===== src/rtl/vertex_transform.sv =====
// vertex_transform
//   Rotates the cube's model-space vertices about Y, then X, and projects them
//   orthographically to screen space.
//   Works one vertex at a time: 3 cycles per vertex.
//   Results collect in a back buffer. The front buffer is replaced in a single
//   edge, so the rasterizer never sees a partly updated vertex set.
//
// Ports
//   i_clk            system clock
//   i_rst            synchronous active-high reset
//   i_frame          one-cycle start strobe (vblank)
//   i_vertices_3d    model vertices, signed 10-bit x/y/z
//   i_sin_y/i_cos_y  Y-axis rotation, signed Q2.7 (128 = 1.0)
//   i_sin_x/i_cos_x  X-axis rotation, signed Q2.7
//   o_vertices_2d    front buffer: unsigned 10-bit x/y, signed 10-bit z
//   o_busy           transform in progress
//   o_done           one-cycle pulse when a new set is published
//   o_valid          sticky, set once any set has been published
//   o_overrun        one-cycle pulse after a frame strobe arrives while busy
//
// state   | meaning
// --------+-----------------------------------------------
// IDLE    | waiting for frame; inputs are latched on frame
// ROT_Y   | rotate vertex[idx] about Y -> xr, zr
// ROT_X   | rotate about X -> yr, zf
// STORE   | project, clamp and write back[idx]
// SWAP    | copy back buffer to front, pulse done

package graphics_type;
    typedef struct packed {
        logic signed [9:0] x;
        logic signed [9:0] y;
        logic signed [9:0] z;
    } vertex_3d_t;

    typedef struct packed {
        logic [9:0]        x;
        logic [9:0]        y;
        logic signed [9:0] z;
    } vertex_2d_t;
endpackage

module vertex_transform
    import graphics_type::*;
#(
    parameter int NUM_VERTS = 8,
    parameter int SCREEN_W  = 640,
    parameter int SCREEN_H  = 480,
    parameter int CENTER_X  = 320,
    parameter int CENTER_Y  = 240
)(
    input  logic              i_clk,
    input  logic              i_rst,
    input  logic              i_frame,
    input  vertex_3d_t        i_vertices_3d [0:NUM_VERTS-1],
    input  logic signed [8:0] i_sin_y,
    input  logic signed [8:0] i_cos_y,
    input  logic signed [8:0] i_sin_x,
    input  logic signed [8:0] i_cos_x,
    output vertex_2d_t        o_vertices_2d [0:NUM_VERTS-1],
    output logic              o_busy,
    output logic              o_done,
    output logic              o_valid,
    output logic              o_overrun
);

    localparam int IDX_W = (NUM_VERTS > 1) ? $clog2(NUM_VERTS) : 1;
    localparam logic [IDX_W-1:0]   IDX_LAST = IDX_W'(NUM_VERTS - 1);
    localparam logic signed [14:0] SX_MAX   = 15'(SCREEN_W - 1);
    localparam logic signed [14:0] SY_MAX   = 15'(SCREEN_H - 1);
    localparam logic signed [16:0] Z_MAX    = 17'sd511;
    localparam logic signed [16:0] Z_MIN    = -17'sd512;

    typedef enum logic [2:0] {S_IDLE, S_ROT_Y, S_ROT_X, S_STORE, S_SWAP} state_t;

    state_t r_state, w_state_nxt;

    vertex_3d_t        r_v3d   [0:NUM_VERTS-1];
    vertex_2d_t        r_back  [0:NUM_VERTS-1];
    vertex_2d_t        r_front [0:NUM_VERTS-1];
    logic signed [8:0] r_sin_y, r_cos_y, r_sin_x, r_cos_x;
    logic [IDX_W-1:0]  r_idx;
    logic signed [12:0] r_xr, r_zr, r_yr;
    logic signed [16:0] r_zf;
    logic              r_done, r_valid, r_overrun;

    logic w_latch, w_busy, w_rot_y, w_rot_x, w_store, w_swap, w_last;

    // ---------------- FSM: state register ----------------
    always_ff @(posedge i_clk) begin
        if (i_rst) r_state <= S_IDLE;
        else       r_state <= w_state_nxt;
    end

    // ---------------- FSM: next state ----------------
    always_comb begin
        w_state_nxt = r_state;
        case (r_state)
            S_IDLE:  if (i_frame) w_state_nxt = S_ROT_Y;
            S_ROT_Y: w_state_nxt = S_ROT_X;
            S_ROT_X: w_state_nxt = S_STORE;
            S_STORE: w_state_nxt = w_last ? S_SWAP : S_ROT_Y;
            S_SWAP:  w_state_nxt = S_IDLE;
            default: w_state_nxt = S_IDLE;
        endcase
    end

    // ---------------- FSM: outputs ----------------
    always_comb begin
        w_latch = 1'b0;
        w_busy  = 1'b1;
        w_rot_y = 1'b0;
        w_rot_x = 1'b0;
        w_store = 1'b0;
        w_swap  = 1'b0;
        case (r_state)
            S_IDLE: begin
                w_busy  = 1'b0;
                w_latch = i_frame;
            end
            S_ROT_Y: w_rot_y = 1'b1;
            S_ROT_X: w_rot_x = 1'b1;
            S_STORE: w_store = 1'b1;
            S_SWAP:  w_swap  = 1'b1;
            default: w_busy  = 1'b0;
        endcase
    end

    assign w_last = (r_idx == IDX_LAST);

    // ---------------- arithmetic ----------------
    vertex_3d_t         w_cur;
    logic signed [19:0] w_sum_xr, w_sum_zr;
    logic signed [23:0] w_sum_yr, w_sum_zf;
    logic signed [12:0] w_xr, w_zr, w_yr;
    logic signed [16:0] w_zf;
    logic signed [14:0] w_sx_full, w_sy_full;
    vertex_2d_t         w_proj;

    assign w_cur = r_v3d[r_idx];

    assign w_sum_xr = 20'(w_cur.x) * 20'(r_cos_y) + 20'(w_cur.z) * 20'(r_sin_y);
    assign w_sum_zr = 20'(w_cur.z) * 20'(r_cos_y) - 20'(w_cur.x) * 20'(r_sin_y);
    assign w_xr     = 13'(w_sum_xr >>> 7);
    assign w_zr     = 13'(w_sum_zr >>> 7);

    // zr is 13 bits here, so the X-rotation sums need more headroom than Y's
    assign w_sum_yr = 24'(w_cur.y) * 24'(r_cos_x) - 24'(r_zr) * 24'(r_sin_x);
    assign w_sum_zf = 24'(w_cur.y) * 24'(r_sin_x) + 24'(r_zr) * 24'(r_cos_x);
    assign w_yr     = 13'(w_sum_yr >>> 7);
    assign w_zf     = 17'(w_sum_zf >>> 7);

    assign w_sx_full = 15'(CENTER_X) + 15'(r_xr);
    assign w_sy_full = 15'(CENTER_Y) - 15'(r_yr);

    always_comb begin
        w_proj = '0;
        if (w_sx_full < 15'sd0)      w_proj.x = '0;
        else if (w_sx_full > SX_MAX) w_proj.x = SX_MAX[9:0];
        else                         w_proj.x = w_sx_full[9:0];

        if (w_sy_full < 15'sd0)      w_proj.y = '0;
        else if (w_sy_full > SY_MAX) w_proj.y = SY_MAX[9:0];
        else                         w_proj.y = w_sy_full[9:0];

        if (r_zf > Z_MAX)            w_proj.z = Z_MAX[9:0];
        else if (r_zf < Z_MIN)       w_proj.z = Z_MIN[9:0];
        else                         w_proj.z = r_zf[9:0];
    end

    // ---------------- datapath registers ----------------
    always_ff @(posedge i_clk) begin
        if (i_rst) begin
            for (int i = 0; i < NUM_VERTS; i++) begin
                r_v3d[i]   <= '0;
                r_back[i]  <= '0;
                r_front[i] <= '0;
            end
            r_sin_y   <= '0;
            r_cos_y   <= '0;
            r_sin_x   <= '0;
            r_cos_x   <= '0;
            r_idx     <= '0;
            r_xr      <= '0;
            r_zr      <= '0;
            r_yr      <= '0;
            r_zf      <= '0;
            r_done    <= 1'b0;
            r_valid   <= 1'b0;
            r_overrun <= 1'b0;
        end else begin
            if (w_latch) begin
                r_v3d   <= i_vertices_3d;
                r_sin_y <= i_sin_y;
                r_cos_y <= i_cos_y;
                r_sin_x <= i_sin_x;
                r_cos_x <= i_cos_x;
                r_idx   <= '0;
            end
            if (w_rot_y) begin
                r_xr <= w_xr;
                r_zr <= w_zr;
            end
            if (w_rot_x) begin
                r_yr <= w_yr;
                r_zf <= w_zf;
            end
            if (w_store) begin
                r_back[r_idx] <= w_proj;
                if (!w_last) r_idx <= r_idx + IDX_W'(1);
            end
            if (w_swap) r_front <= r_back;
            r_done    <= w_swap;
            r_valid   <= r_valid | w_swap;
            // SWAP counts as busy, so a strobe on the publishing edge is an overrun
            r_overrun <= i_frame & w_busy;
        end
    end

    assign o_vertices_2d = r_front;
    assign o_busy        = w_busy;
    assign o_done        = r_done;
    assign o_valid       = r_valid;
    assign o_overrun     = r_overrun;

endmodule

===== config.mk =====
export PLATFORM = sky130hd
export DESIGN_NAME = vertex_transform
export DESIGN_NICKNAME = d
export VERILOG_FILES = /design/src/rtl/vertex_transform.sv
export SDC_FILE = /design/constraint.sdc
export NUM_CORES = 2
export LEC_CHECK = 0
export ABC_AREA = 1
export BUFFER_PORTS_ARGS = -buffer_cell sky130_fd_sc_hd__buf_2
export CELL_PAD_IN_SITES_DETAIL_PLACEMENT = 0
export CELL_PAD_IN_SITES_GLOBAL_PLACEMENT = 2
export CORE_ASPECT_RATIO = 0.8
export CORE_MARGIN = 2
export CORE_UTILIZATION = 40
export CTS_BUF_LIST = sky130_fd_sc_hd__clkbuf_4 sky130_fd_sc_hd__clkbuf_8 sky130_fd_sc_hd__clkbuf_16
export DETAILED_ROUTE_END_ITERATION = 8
export GPL_TIMING_DRIVEN = 0
export PLACE_DENSITY = 0.95
export SLEW_MARGIN = 25
export SYNTH_ARGS = -nofsm -noshare
export SYNTH_HDL_FRONTEND = slang
export SYNTH_SLANG_ARGS = --single-unit

===== constraint.sdc =====
create_clock -name i_clk -period 14.9 [get_ports i_clk]
set_input_delay 1.49 -clock i_clk [delete_from_list [all_inputs] [get_ports i_clk]]
set_output_delay 1.49 -clock i_clk [all_outputs]
set_load 0.05 [all_outputs]

==> impl_metrics.ini <==
[worst_setup_path]
timing.critical_path.required_ps = 15530
critical_path_peak_fanout = 10
cell_type_with_the_highest_occurrence_count_on_the_critical_path = sky130_fd_sc_hd__fa_1
timing.critical_path.to_type = flop
critical-path-max-stage-delay_ps = 850
worstPathArrival_ps = 10520
slowest_stage = sky130_fd_sc_hd__a221oi_1
startpoint_type = flop
path_class = flop to flop

[drt]
dr.first_iter.drc_count = 5223
wl_per_cell_um = 22.8
wl_mm = 232
ant_nets = 0
drc_errors = 32
viasPerCell = 5.21
dr_total_vias = 53048
drt_pre_antenna_iters = 9

[timing]
fin_crit_sh_pct = 66.4
timing.final.hold_violations = 0
post-route-worst-setup-slack_ps = 5010
achievable_frequency_ghz = 0.101
maxSlewHeadroom_pct = 20.8
period_minus_slack_ps = 9890
worstMarginPinSlew_ps = 1190
setup_repair_after_global_routing_missed_its_margin = false
tns_ps = 0
finalSetupViolCount = 0
fin_skew_ps = 51.6
maxSlewViolCount = 0

[cts]
clk_latency_ps = 740
post_cts_buffers = 0
tritoncts_num_sinks = 820
cts.clk_slew.worst_paths_ps = 70
cts_max_path_buffers = 3
cts_root_buffer = sky130_fd_sc_hd__clkbuf_16
cts_inserted_buffers = 90
cts_tree = done
cts_repair_resize_count = 0
ctsHtreeMaxLevel = 3
holdBufCountCts = 0

[logic_synthesis]
synth-seq-cells = 820
synth_top_cells_by_area = sky130_fd_sc_hd__dfxtp_1 27%, sky130_fd_sc_hd__fa_1 27%, sky130_fd_sc_hd__inv_1 9.0%, sky130_fd_sc_hd__o21ai_0 7.3%, sky130_fd_sc_hd__ha_1 6.6%
netlist.area_leader.share_pct = 27.2
synthesis.area_mm2 = 0.0604
synth-seq-area-share_pct = 27.2
average_instance_area_after_synthesis_um2 = 8.07
number_of_distinct_library_cells_after_synthesis = 47
netlist.top_cell.by_area = sky130_fd_sc_hd__dfxtp_1
syn-instance-count = 7486
yosys_warnings = 0
synth_fp_nets = 8886

[power_and_ir_drop]
power.density_mw_per_mm2 = 225
p_leak_uw = 0.0332
vdd.ir_drop.worst_uv = 520

[grt]
grt.overflow.total = 0
first_pass_grt_wire_length_mm = 340
first_global_vias = 52762
number_of_antenna_violations_at_the_first_check_in_global_routing = 21
globalRouteTotalUtil_pct = 30.0
maximum_number_of_pins_on_one_net_before_global_route_repair = 15

[outcome]
run_status = finished, violations left
violations = design-rule violations

[floorplan]
core_area_mm2 = 0.150
die_y_um = 352
boundaryPins = 523
rows = 127
die_w_um = 439
fp.dieArea_mm2 = 0.154
starting_density_pct = 40.3

[finish]
fillerInstances = 15271
utilization_pct = 45.9
synthToLayoutAreaGrowth_pct = 13.9
design.final.nets = 9505
drive_gt1_share_pct = 9.67

[place]
buffer_ports.inserted = 522
placement.setup.worst_slack_ps = 5430
detailed_place_hpwl_mm = 186
gp_routability_congestion = 0.970

[worst_hold_path]
timing.hold.worst.class = flop to flop

[job]
drv_cap = 0
final timing paths:
check,slack [ps],depth (start not counted),startpoint,endpoint
min reg2reg,450,2,r_v3d[180],r_v3d[180]
max reg2reg,5010,29,r_idx[0],r_zr[12]
min,450,2,r_v3d[180],r_v3d[180]
max,5010,29,r_idx[0],r_zr[12]
where the power goes:
group | internal [uW] | switching, uW
Clock | 1360 | 1020
Combinational | 3620 | 7060
Sequential | 2320 | 85.4
Total | 7300 | 8160
worst max-delay path: cells and delay by family (launching register included):
kind | cells | cell delay [ps]
AOI/OAI and AO/OA | 5 | 1720
buffers and inverters | 8 | 1680
DFF | 1 | 610
adders and majority gates | 8 | 4000
and+or+nand+nor | 8 | 1740
layout by cell type, fill, tap and decap left out, types with 37 or more instances in the layout:
master and instances:
sky130_fd_sc_hd__xnor2_1 37, sky130_fd_sc_hd__fa_1 802, sky130_fd_sc_hd__inv_1 1457, sky130_fd_sc_hd__clkbuf_16 92, sky130_fd_sc_hd__nand3_1 64, sky130_fd_sc_hd__buf_2 551, sky130_fd_sc_hd__ha_1 319, sky130_fd_sc_hd__nand2_1 826
sky130_fd_sc_hd__nor2_1 1002, sky130_fd_sc_hd__clkbuf_1 336, sky130_fd_sc_hd__xor2_1 46, sky130_fd_sc_hd__dfxtp_1 820, sky130_fd_sc_hd__o21ai_0 876, sky130_fd_sc_hd__a21oi_1 600
registers in the layout, summed over array words and instances (netlist names):
signal / count
o_done: 1
o_overrun: 1
o_valid: 1
o_vertices_2d: 240
r_back: 240
r_cos_x: 9
r_cos_y: 9
r_idx: 3
r_sin_x: 9
r_sin_y: 9
r_state: 3
r_v3d: 240
r_xr: 13
r_yr: 13
r_zf: 16
r_zr: 13
per-layer routing:
metal | wire length (um) | share of wire [%] | GRT usage [%] | vias to the layer above
li1 | - | - | - | 24276
met1 | 99700 | 43 | 41.2 | 26169
met2 | 101000 | 44 | 46.4 | 2170
met3 | 19900 | 8.6 | 5.70 | 425
met4 | 10700 | 4.6 | 12.4 | 8
met5 | 55 | 0.024 | 0 | -
layout make-up:
| type | count | area (um2) | share of cell area, % |
|---|---|---|---|
| inverter | 1486 | 5580 | 8.11 |
| clock inverter | 31 | 378 | 0.549 |
| antenna | 8 | 20.0 | 0.0291 |
| multi-input combinational | 4791 | 37000 | 53.7 |
| buffer | 389 | 1530 | 2.22 |
| sequential | 820 | 16400 | 23.9 |
| clock buffer | 132 | 2750 | 4.00 |
| tap | 1999 | 2500 | 3.63 |
| timing repair buffer | 527 | 2670 | 3.87 |
cells by family (layout without fill, tap and decap cells):
logic type	Yosys count	after routing	share of synthesized area [%]
DFF	820	820	27.2
other	0	8	0
adders and majority gates	1121	1121	33.2
AOI/OAI and AO/OA	1627	1627	14.1
buffers and inverters	1875	2565	11.7
xor gates and xnor gates	83	83	1.20
and+or+nand+nor	1960	1960	12.6
synthesized netlist by cell type, drive strengths merged:
cell and instances:
a211oi 1, nand2b 1, xnor2 37, or4 1
inv 1464, nor4 7, nand3 68, nand2 839
o21bai 19, o21a 13, nand3b 3, a221oi 28
nand4 9, o211ai 11, dfxtp 820, clkinv 22
o221a 2, a31oi 7, nor3 18, buf 43
ha 319, nor2 1008, a21o 6, o22ai 34
clkbuf 346, fa 802, o31ai 2, a21oi 600
xor2 46, or2 6, a2111oi 1, o311ai 1
o21ai 902
metrics by stage:
step,cells,total power [uW],hold WS (ps),cell area (um2)
after floorplan,7486,9230,420,60400
after global placement,10007,12800,428,65600
after detailed placement,10012,12900,434,65700
after CTS,10175,15300,443,68800
after global routing,10179,16700,457,68800
final,10183,15500,447,68800
Power figures use the tool's default switching activity.
